<file path="src/rtl/rr_grant_arbiter_if.sv">
// Request/grant bundle between requesters and the round-robin arbiter.
// master drives requests and release; slave (the arbiter) returns the registered grant.
interface rr_grant_arbiter_if #(
  parameter int N     = 8,
  parameter int IDX_W = 3
);
  logic [N-1:0]     req;
  logic             done;
  logic [N-1:0]     grant;
  logic [IDX_W-1:0] grant_idx;
  logic             grant_valid;
  logic             timeout;

  modport master (
    output req, done,
    input  grant, grant_idx, grant_valid, timeout
  );

  modport slave (
    input  req, done,
    output grant, grant_idx, grant_valid, timeout
  );
endinterface

</file>
<file path="src/rtl/rr_grant_arbiter.sv">
// Round-robin arbiter with a per-grant hold limit; one-hot grant plus binary index, all registered.
// Latency: req to grant 1 cycle; no backpressure, a grant ends on done, req drop or hold limit.
module rr_grant_arbiter #(
  parameter int N        = 8,
  parameter int IDX_W    = 3,
  parameter int MAX_HOLD = 16,
  parameter int HOLD_W   = 8
) (
  input logic              clk,
  input logic              rst,
  rr_grant_arbiter_if.slave bus
);

  typedef enum logic {IDLE, GRANT} state_e;

  state_e           state_q, state_d;
  logic [IDX_W-1:0] ptr_q, ptr_d;
  logic [HOLD_W-1:0] cnt_q, cnt_d;
  logic [N-1:0]     grant_q, grant_d;
  logic [IDX_W-1:0] grant_idx_q, grant_idx_d;
  logic             grant_valid_q, grant_valid_d;
  logic             timeout_q, timeout_d;

  logic [IDX_W:0]   cand;
  logic [IDX_W-1:0] win_idx;
  logic             hold_hit;
  logic             rel_norm;

  // Scan from the highest offset down so the lowest offset from ptr ends up winning.
  always_comb begin
    cand    = '0;
    win_idx = '0;
    for (int i = N - 1; i >= 0; i--) begin
      cand = {1'b0, ptr_q} + (IDX_W + 1)'(i);
      if (cand >= (IDX_W + 1)'(N)) begin
        cand = cand - (IDX_W + 1)'(N);
      end
      if (bus.req[cand[IDX_W-1:0]]) begin
        win_idx = cand[IDX_W-1:0];
      end
    end
  end

  assign hold_hit = (MAX_HOLD != 0) && (cnt_q == HOLD_W'(MAX_HOLD));
  assign rel_norm = bus.done || !bus.req[grant_idx_q];

  always_comb begin
    state_d       = state_q;
    ptr_d         = ptr_q;
    cnt_d         = cnt_q;
    grant_d       = grant_q;
    grant_idx_d   = grant_idx_q;
    grant_valid_d = grant_valid_q;
    timeout_d     = 1'b0;
    case (state_q)
      IDLE: begin
        if (|bus.req) begin
          grant_d          = '0;
          grant_d[win_idx] = 1'b1;
          grant_idx_d      = win_idx;
          grant_valid_d    = 1'b1;
          cnt_d            = HOLD_W'(1);
          state_d          = GRANT;
        end
      end
      GRANT: begin
        if (rel_norm || hold_hit) begin
          grant_d       = '0;
          grant_idx_d   = '0;
          grant_valid_d = 1'b0;
          cnt_d         = '0;
          state_d       = IDLE;
          ptr_d         = (grant_idx_q == IDX_W'(N - 1)) ? '0 : grant_idx_q + IDX_W'(1);
          // A revoke only counts as a timeout when nothing else would have released it.
          timeout_d     = hold_hit && !rel_norm;
        end else begin
          cnt_d = cnt_q + HOLD_W'(1);
        end
      end
      default: state_d = IDLE;
    endcase
  end

  always_ff @(posedge clk or posedge rst) begin
    if (rst) begin
      state_q       <= IDLE;
      ptr_q         <= '0;
      cnt_q         <= '0;
      grant_q       <= '0;
      grant_idx_q   <= '0;
      grant_valid_q <= 1'b0;
      timeout_q     <= 1'b0;
    end else begin
      state_q       <= state_d;
      ptr_q         <= ptr_d;
      cnt_q         <= cnt_d;
      grant_q       <= grant_d;
      grant_idx_q   <= grant_idx_d;
      grant_valid_q <= grant_valid_d;
      timeout_q     <= timeout_d;
    end
  end

  assign bus.grant       = grant_q;
  assign bus.grant_idx   = grant_idx_q;
  assign bus.grant_valid = grant_valid_q;
  assign bus.timeout     = timeout_q;

endmodule

</file>
<file path="src/flat_wrapper.sv">
// flat-port wrapper written by rule: the top's interface ports become plain ports
module rr_grant_arbiter_flat 
#(
  parameter int N        = 8,
  parameter int IDX_W    = 3,
  parameter int MAX_HOLD = 16,
  parameter int HOLD_W   = 8
)
  (clk, rst, bus_req, bus_done, bus_grant, bus_grant_idx, bus_grant_valid, bus_timeout);
  rr_grant_arbiter_if #(.N(N), .IDX_W(IDX_W)) bus_i ();
  input logic clk;
  input logic rst;
  input wire logic [$bits(bus_i.req)-1:0] bus_req;
  input wire logic [$bits(bus_i.done)-1:0] bus_done;
  output wire logic [$bits(bus_i.grant)-1:0] bus_grant;
  output wire logic [$bits(bus_i.grant_idx)-1:0] bus_grant_idx;
  output wire logic [$bits(bus_i.grant_valid)-1:0] bus_grant_valid;
  output wire logic [$bits(bus_i.timeout)-1:0] bus_timeout;
  assign bus_i.req = bus_req;
  assign bus_i.done = bus_done;
  assign bus_grant = bus_i.grant;
  assign bus_grant_idx = bus_i.grant_idx;
  assign bus_grant_valid = bus_i.grant_valid;
  assign bus_timeout = bus_i.timeout;
  rr_grant_arbiter #(.N(N), .IDX_W(IDX_W), .MAX_HOLD(MAX_HOLD), .HOLD_W(HOLD_W)) u_core (.clk(clk), .rst(rst), .bus(bus_i));
endmodule
</file>
<file path="config.mk">
export PLATFORM = sky130hd
export DESIGN_NAME = rr_grant_arbiter_flat
export DESIGN_NICKNAME = d
export VERILOG_FILES = /design/src/rtl/rr_grant_arbiter_if.sv /design/src/rtl/rr_grant_arbiter.sv /design/src/flat_wrapper.sv
export SDC_FILE = /design/constraint.sdc
export NUM_CORES = 1
export LEC_CHECK = 0
export CAP_MARGIN = 10
export CORE_MARGIN = 5
export CORE_UTILIZATION = 55
export CTS_CLUSTER_SIZE = 14
export DETAILED_ROUTE_END_ITERATION = 10
export GPL_TIMING_DRIVEN = 1
export MAX_ROUTING_LAYER = met4
export PLACE_DENSITY = 0.78
export SLEW_MARGIN = 0
export SYNTH_ARGS = -nofsm -noshare
export SYNTH_HDL_FRONTEND = slang
export SYNTH_SLANG_ARGS = --single-unit
</file>
<file path="constraint.sdc">
create_clock -name clk -period 3.7 [get_ports clk]
set_input_delay 0.74 -clock clk [delete_from_list [all_inputs] [get_ports clk]]
set_output_delay 0.74 -clock clk [all_outputs]
set_load 0.01 [all_outputs]
</file>
==> results.yml <==
place:
  dpl.hpwl_mm: 3.48
  port_buffers: 23
  place.gp.congestion: 0.872
  place_ws_ns: 0.355
timing:
  max_slew_margin_pct: 38.8
  fin_setup_tns_ns: 0
  setup_viol: 0
  slew_viol_final: 0
  tightest_slew_ns: 0.917
  finalHoldViolations: 0
  fmax_mhz: 325
  finalCritPeriodShare_pct: 83.1
  period_needed_ns: 3.07
  setup_ws_ns: 0.626
  rsz0062_at_grt: "false"
  clock_skew_ns: 0.00296
hold_path:
  hold_path.class: "register to register"
clocking:
  path_clk_slew_ns: 0.09
  ctsResizeCount: 0
  clk_path_buf_depth: 2
  clockRootBuffer: "clkbuf_8"
  cts_tree: "done"
  ctsHoldBuffers: 0
  cts.sinks: 25
  htree_levels: 1
  post_cts_buffers: 0
  clk_latency_ns: 0.27
  cts_buffers: 3
global_routing:
  grt_pass1_wl_mm: 8.04
  overflow: 0
  grt_max_degree: 26
  grt_pass1_vias: 1677
  grt_use_total_pct: 19.6
  antenna_found_initial: 0
worst_setup_path:
  crit_required_ns: 3.88
  startpoint: "bus_req[2]"
  critical_path.cell_chain: "clkdlybuf4s50_1 > mux4_2 > mux2i_4 > nand2_1 > a2111o_1 > a311o_1 > o31ai_1"
  slowest_stage: "mux4_2"
  crit_arrival_ns: 3.25
  path_class: "input port to register"
  start_kind: "input port"
  timing.rr.start: "u_core.ptr_q[0]$_DFFE_PP0P_"
  crit_end: "u_core.bus.grant[5]$_DFFE_PP0P_"
  reg2reg_depth: 8
  crit_path_end_kind: "register"
  r2r_end: "u_core.bus.grant[5]$_DFFE_PP0P_"
  cpPeakStageDelay_ns: 0.63
  r2r_slack_ns: 0.66
  cp_max_fo: 10
floorplan:
  dieArea_um2: 5210
  ios: 24
  die_h_um: 72.2
  row_count: 22
  start_util_pct: 57.3
  core_area_um2: 3720
  die_w_um: 72.2
detailed_routing:
  drt-pass1-iter-count: 5
  drc_errors: 0
  drt_iter0_drc: 227
  wl_mm: 4.62
  antenna_left: 0
  dr_total_vias: 1805
  wire_per_inst_um: 16.3
  vias_per_cell: 6.36
power_and_ir_drop:
  combPwrFrac_pct: 69.6
  intPower_uw: 1080
  power_frac_seq_pct: 22.3
  switching_power_uw: 930
  peakVddDrop_mv: 0.490
  p_sw_share_pct: 46.2
  power.leakage_uw: 0.000974
  power_frac_clock_pct: 8.1
  power_density_nw_per_um2: 830
synthesis:
  syn_area_um2: 2130
  seq_area_frac_synth_pct: 29.4
  syn_inst: 213
  ys_ff_latch: 25
  synth_edf_count: 0
  synthArstFlopShare_pct: 100
  yosys_warnings: 0
  syn_avg_cell_area_um2: 9.99
  synth_cell_types: 49
  syn_nets: 230
  ys.flop_type: "dfrtp_1"
final_layout:
  syn2layout_area_growth_pct: 14.0
  drive_above_1_share_pct: 14.0
  layout.nets: 254
  diodes: 0
run:
  cap_viol_max_count: 0
status:
  status: "complete, no violations"
[state kept, by name, indices dropped and copies added, names as in the netlist]
name,cells
u_core.state_q,1
u_core.bus.timeout,1
u_core.cnt_q,8
u_core.bus.grant_idx,3
u_core.bus.grant,8
u_core.bus.grant_valid,1
u_core.ptr_q,3
[final cells by class]
class | instances | area, um2
multi-input cells | 170 | 1390
flip-flops and latches | 25 | 626
clock buffers | 3 | 41.3
clock inverters | 1 | 7.51
fillers | 308 | 1290
repair buffers | 28 | 268
inverters | 9 | 33.8
well taps | 48 | 60.1
[worst max-delay path, delay by kind of cell]
family	cells	cell delay, ns
compound gates	3	1.02
buf+inv	1	0.55
mux	2	0.85
simple gates	1	0.08
[cells by family after synthesis]
family / Yosys count / synth area share [%]
xor+xnor: 6 / 2.47
simple gates: 72 / 15.9
fa+ha+maj: 6 / 3.53
mux: 30 / 25.0
compound gates: 56 / 18.5
buf+inv: 18 / 5.29
flops: 25 / 29.4
[synthesized netlist by cell type (3+ instances only)]
library cell	n	area [um2]
dfrtp_1	25	626
clkbuf_1	4	15.0
o22ai_1	3	18.8
inv_1	9	33.8
nand4_1	3	18.8
nand3_1	3	15.0
nor3_1	4	20.0
nand2_1	31	116
mux4_2	12	270
xor2_1	5	43.8
o31ai_1	8	60.1
nor2_1	15	56.3
a22o_1	3	26.3
a21oi_1	9	45.0
nand2b_1	4	25.0
clkbuf_8	3	41.3
ha_1	6	75.1
mux4_1	3	78.8
o21ai_0	12	60.1
mux2_2	8	90.1
nor4_1	3	18.8
mux2i_1	4	40.0
[cells in the final DEF, fill, tap and decap left out, types with 5 or more instances in the layout]
cell and instances:
mux4_2 12, nor2_1 15, ha_1 6, inv_1 9, buf_4 5, dfrtp_1 25
mux2_2 8, o21ai_0 12, xor2_1 5, a21oi_1 9, o31ai_1 8, nand2_1 31
clkdlybuf4s50_1 23
[worst min-delay path by stage]
stage	start	endpoint	slack [ns]	depth (start not counted)
after detailed placement	u_core.bus.grant[6]$_DFFE_PP0P_	u_core.bus.grant[6]$_DFFE_PP0P_	0.47	2
after global placement	u_core.bus.grant[2]$_DFFE_PP0P_	u_core.bus.grant[2]$_DFFE_PP0P_	0.46	2
after CTS	u_core.bus.grant[6]$_DFFE_PP0P_	u_core.bus.grant[6]$_DFFE_PP0P_	0.49	2
final	u_core.bus.grant[2]$_DFFE_PP0P_	u_core.bus.grant[2]$_DFFE_PP0P_	0.49	2
after floorplan	u_core.cnt_q[7]$_DFFE_PP0P_	u_core.cnt_q[7]$_DFFE_PP0P_	0.45	1
after global routing	u_core.bus.grant[1]$_DFFE_PP0P_	u_core.bus.grant[1]$_DFFE_PP0P_	0.52	2
[metrics by stage]
| step | hold WS [ns] | utilization (%) | power [uW] | area [um2] | cells |
|---|---|---|---|---|---|
| floorplan | 0.452 | - | 1540 | 2130 | 213 |
| global placement | 0.463 | 64.0 | 1830 | 2380 | 280 |
| detailed placement | 0.469 | 64.0 | 1840 | 2380 | 280 |
| CTS | 0.490 | 65.3 | 2010 | 2430 | 284 |
| global route | 0.517 | 65.3 | 2180 | 2430 | 284 |
| finish | 0.486 | 65.3 | 2010 | 2430 | 284 |
[power by group through the flow]
stage                     clock network [uW]  logic, uW  registers (uW)
after floorplan                            0       1120             418
after global placement                     0       1380             455
after detailed placement                   0       1390             455
after CTS                                168       1390             451
after global routing                     180       1530             469
final                                    163       1400             449
[layer usage]
| layer | track usage (%) | vias to the layer above | part of all wire, % |
|---|---|---|---|
| li1 | - | 874 | - |
| met4 | 2.30 | 0 | 0.17 |
| met3 | 4.16 | 2 | 5.5 |
| met2 | 29.4 | 53 | 48 |
| met5 | - | - | 0 |
| met1 | 28.2 | 876 | 46 |
(Power assumes the default switching activity.)
